<file path="config.mk">
export PLATFORM = sky130hd
export DESIGN_NAME = operand_read_stage
export DESIGN_NICKNAME = d
export VERILOG_FILES = /design/src/rtl/operand_read_stage.sv
export SDC_FILE = /design/constraint.sdc
export NUM_CORES = 1
export LEC_CHECK = 0
export CORE_AREA = 2 2 164 166
export DETAILED_ROUTE_END_ITERATION = 7
export DIE_AREA = 0 0 166 168
export DONT_BUFFER_PORTS = 1
export PLACE_DENSITY = 0.46
export SYNTH_ARGS = -nofsm -noshare
export SYNTH_HDL_FRONTEND = slang
export SYNTH_SLANG_ARGS = --single-unit
</file>
<file path="constraint.sdc">
create_clock -name clk -period 2.4 [get_ports clk]
set_input_delay 0.24 -clock clk [delete_from_list [all_inputs] [get_ports clk]]
set_output_delay 0.24 -clock clk [all_outputs]
set_load 0.05 [all_outputs]
</file>
<file path="src/rtl/operand_read_stage.sv">
// operand_read_stage: reads PRF operands with same-cycle writeback bypass into a single-entry FU pipe register.
module operand_read_stage #(
    parameter int DATA_W = 32,
    parameter int PREG_W = 7,
    parameter int CTRL_W = 16
) (
    input  logic              clk,
    input  logic              reset_n,
    input  logic              iss_valid,
    output logic              iss_ready,
    input  logic [PREG_W-1:0] iss_ps1,
    input  logic [PREG_W-1:0] iss_ps2,
    input  logic [PREG_W-1:0] iss_pd,
    input  logic [DATA_W-1:0] iss_imm,
    input  logic [CTRL_W-1:0] iss_ctrl,
    output logic              prf_rd_en,
    output logic [PREG_W-1:0] prf_ps1,
    output logic [PREG_W-1:0] prf_ps2,
    input  logic [DATA_W-1:0] prf_ps1_data,
    input  logic [DATA_W-1:0] prf_ps2_data,
    input  logic              wb_alu_en,
    input  logic              wb_b_en,
    input  logic              wb_mem_en,
    input  logic [PREG_W-1:0] wb_alu_pd,
    input  logic [PREG_W-1:0] wb_b_pd,
    input  logic [PREG_W-1:0] wb_mem_pd,
    input  logic [DATA_W-1:0] wb_alu_data,
    input  logic [DATA_W-1:0] wb_b_data,
    input  logic [DATA_W-1:0] wb_mem_data,
    input  logic              flush,
    output logic              fu_valid,
    input  logic              fu_ready,
    output logic [DATA_W-1:0] fu_op1,
    output logic [DATA_W-1:0] fu_op2,
    output logic [DATA_W-1:0] fu_imm,
    output logic [PREG_W-1:0] fu_pd,
    output logic [CTRL_W-1:0] fu_ctrl,
    output logic [31:0]       issue_cnt
);
    logic              accept;
    logic [DATA_W-1:0] op1;
    logic [DATA_W-1:0] op2;

    // Tag 0 is hardwired zero; bypass priority alu > b > mem.
    function automatic logic [DATA_W-1:0] fwd(input logic [PREG_W-1:0] tag, input logic [DATA_W-1:0] rd);
        return (tag == '0) ? '0 :
               (wb_alu_en && wb_alu_pd == tag) ? wb_alu_data :
               (wb_b_en && wb_b_pd == tag) ? wb_b_data :
               (wb_mem_en && wb_mem_pd == tag) ? wb_mem_data : rd;
    endfunction

    always_comb begin
        iss_ready = reset_n && (!fu_valid || fu_ready);
        accept    = iss_valid && iss_ready && !flush;
        prf_rd_en = accept;
        prf_ps1   = iss_ps1;
        prf_ps2   = iss_ps2;
        op1       = fwd(iss_ps1, prf_ps1_data);
        op2       = fwd(iss_ps2, prf_ps2_data);
    end

    always_ff @(posedge clk) begin
        if (!reset_n) begin
            fu_valid  <= 1'b0;
            fu_op1    <= '0;
            fu_op2    <= '0;
            fu_imm    <= '0;
            fu_pd     <= '0;
            fu_ctrl   <= '0;
            issue_cnt <= '0;
        end else begin
            if (accept) begin
                fu_op1    <= op1;
                fu_op2    <= op2;
                fu_imm    <= iss_imm;
                fu_pd     <= iss_pd;
                fu_ctrl   <= iss_ctrl;
                issue_cnt <= issue_cnt + 32'd1;
            end
            fu_valid <= flush ? 1'b0 : accept ? 1'b1 : (fu_ready ? 1'b0 : fu_valid);
        end
    end
endmodule

</file>
==> impl_metrics.ini <==
[worst_hold_path]
holdPathStages = 2
hold_class = primary input to register

[synthesis]
synth_common_cells = dfxtp_1 (152), nand2_1 (131), a21boi_0 (126)
syn-num-nets = 1257
ys_seq_area_share_pct = 35.57
ys_ff_latch = 152
ys_types = 50
synth_edf_count = 0
ys_top_cells_by_area = dfxtp_1 (36%), a21boi_0 (11%), a32oi_1 (6.6%), o221ai_1 (6.6%), nand2_1 (5.7%)
syn_area_mm2 = 0.008554
ys_warn_count = 0
synth_ff_type = dfxtp_1
syn-instance-count = 998
yosys.area.top_type = dfxtp_1
synthArstFlopShare_pct = 0
yosysMostFrequentCell = dfxtp_1
avgSynthCellArea_um2 = 8.572
synth_top_cell_area_share_pct = 35.57

[sta]
hold_violations = 0
setup_viol_count_final = 0
fin_setup_tns_ns = 0
tightest_slew_ns = 0.9006
whs_ns = 0.01288
maxSlewViolCount = 0
fin_crit_ns = 2.254
fin_crit_sh_pct = 93.94
finClkSkew_ns = 0.01787
max_freq_mhz = 443.6
relSlewSlack_pct = 39.96
rsz0062_at_grt = false

[route]
dr.pass1.iters = 5
wirelength_um = 36570
routed.top_layer = met5
met3_length_um = 3503
met2_length_um = 17280
drtIter0Drc = 486
drtAntennaViolNets = 0
wire_per_inst_um = 25.33
vias = 8589
wl_met1_um = 14490
drc = 0
viasPerCell = 5.948

[placement]
place_congestion = 0.8316
io_buffers = 0
dp_hpwl_um = 24500

[pwr]
switchingPower_mw = 2.066
pwr_density_cell_mw_per_mm2 = 604.0
power_mw = 6.552
pwr-share-clk_pct = 42.6
p_comb_share_pct = 11.3
p_leak_nw = 3.608
p_sw_share_pct = 31.54
vdd.ir_drop.worst_mv = 0.4025
p_int_mw = 4.486
seqPwrFrac_pct = 46.1

[layout]
nets = 1337
fin_util_pct = 41.17
area_delta_synth_final_pct = 26.81
final_layout_size_suffix_gt1_share_pct = 10.54

[worst_setup_path]
critPathLaunchType = register
arrival_ns = 2.57
critPathMaxFanout = 40
r2r_cells = 7
setup.worst_path.end_class = register
required_ns = 2.72
worstSetupPathType = register to register

[floorplan]
fp.coreArea_mm2 = 0.02635
die_h_um = 168
num_rows = 60
dieArea_mm2 = 0.02789
start_util_pct = 32.46
die_x_um = 166
ios = 426

[global_routing]
grt_pass1_vias = 8812
overflow = 0
grt_antenna_before_repair = 16
grt_first_pass_wirelength_um = 54860
grt_usage_pct = 25.26
grt_max_degree = 99

[clock_network]
cts_tree = yes
cts_buffers = 17
clkLatencyLatePin_ns = 0.43
clockRootBuffer = clkbuf_16
clock-sinks = 152
path_clk_slew_ns = 0.08
cts_buffer_depth = 2
cts_resized = 0
htree_levels = 4

[run]
max_cap_viol_count = 0

[run_status]
outcome = finished clean
[area by class of cell]
| class | instances | area, µm² |
|---|---|---|
| Timing Repair Buffer | 170 | 1677 |
| Tap cell | 341 | 426.7 |
| Antenna cell | 12 | 30.03 |
| Clock inverter | 13 | 155.1 |
| Fill cell | 2675 | 15500 |
| Clock buffer | 19 | 442.9 |
| Multi-Input combinational cell | 728 | 5040 |
| Sequential cell | 152 | 3043 |
| Inverter | 9 | 33.78 |
[metal layers]
metal  vias to the layer above  track usage (%)
met5                         -                0
met4                         8            11.23
met3                        79            9.097
met2                       446            41.31
met1                      4124            29.81
li1                       3932                -
[power groups by stage]
stage / clock network (mW) / registers (mW) / logic, mW
final: 2.79 / 3.02 / 0.741
after global routing: 2.98 / 3.03 / 0.805
after CTS: 2.87 / 3.02 / 0.737
after detailed placement: 0 / 3.08 / 0.540
after global placement: 0 / 3.08 / 0.534
after floorplan: 0 / 3.04 / 0.474
[worst paths after layout]
check,start,end,slack [ns]
max,fu_valid,fu_op2[23],0.15
min,wb_mem_data[3],fu_op1[3],0.01
max reg2reg,fu_valid,fu_op2[23],0.15
min reg2reg,issue_cnt[7],issue_cnt[7],0.57
[state kept, by name, summed over array words and instances (netlist names)]
signal and flops:
fu_op1 32, issue_cnt 32, fu_op2 32, fu_valid 1, fu_ctrl 16, fu_imm 32, fu_pd 7
[placed cells by master (no fill, tap or decap), types with 12 or more instances in the layout]
cell type / instances
o21ai_1: 62
clkbuf_16: 17
a32oi_1: 64
diode_2: 12
xnor2_1: 28
a21boi_0: 126
dlygate4sd3_1: 112
nand2_1: 130
nand3_1: 13
and2_1: 18
a211oi_1: 64
buf_4: 49
o221ai_1: 64
nand2b_1: 42
dfxtp_1: 152
xor2_1: 28
[cell families (layout without fill, tap and decap cells)]
group,after synthesis,count (layout),synth area share [%]
buffers and inverters,118,211,6.450
AND/OR/NAND/NOR,264,264,16.12
adder cells (fa/ha/maj),1,1,0.1462
XOR/XNOR,56,56,5.734
other,0,12,0
flip-flops,152,152,35.57
multiplexers,5,5,0.5851
AO/OA/AOI/OAI,402,402,35.40
[critical path, cell delays in order (launching register included)]
cell and delay, ns:
dfxtp_1 0.32, or2b_2 0.35, nand2_2 0.19, a21oi_4 0.05
buf_4 0.29, a32oi_1 0.27, o21ai_1 0.09, dlygate4sd3_1 0.56
[timing repair]
action | 4_1_cts | 5_1_grt
endpoints found under the hold margin | 152 | 0
hold buffers | 113 | 0
setup buffers | 0 | 0
[through the flow]
stage	std cells	cell area [µm²]	setup slack, ns
final	1444	10850	0.1455
after global routing	1441	10840	0.04801
after CTS	1432	10820	0.1595
after detailed placement	1287	9071	0.4627
after global placement	1287	9071	0.4547
after floorplan	998	8554	0.2004
Power figures use the tool's default switching activity.
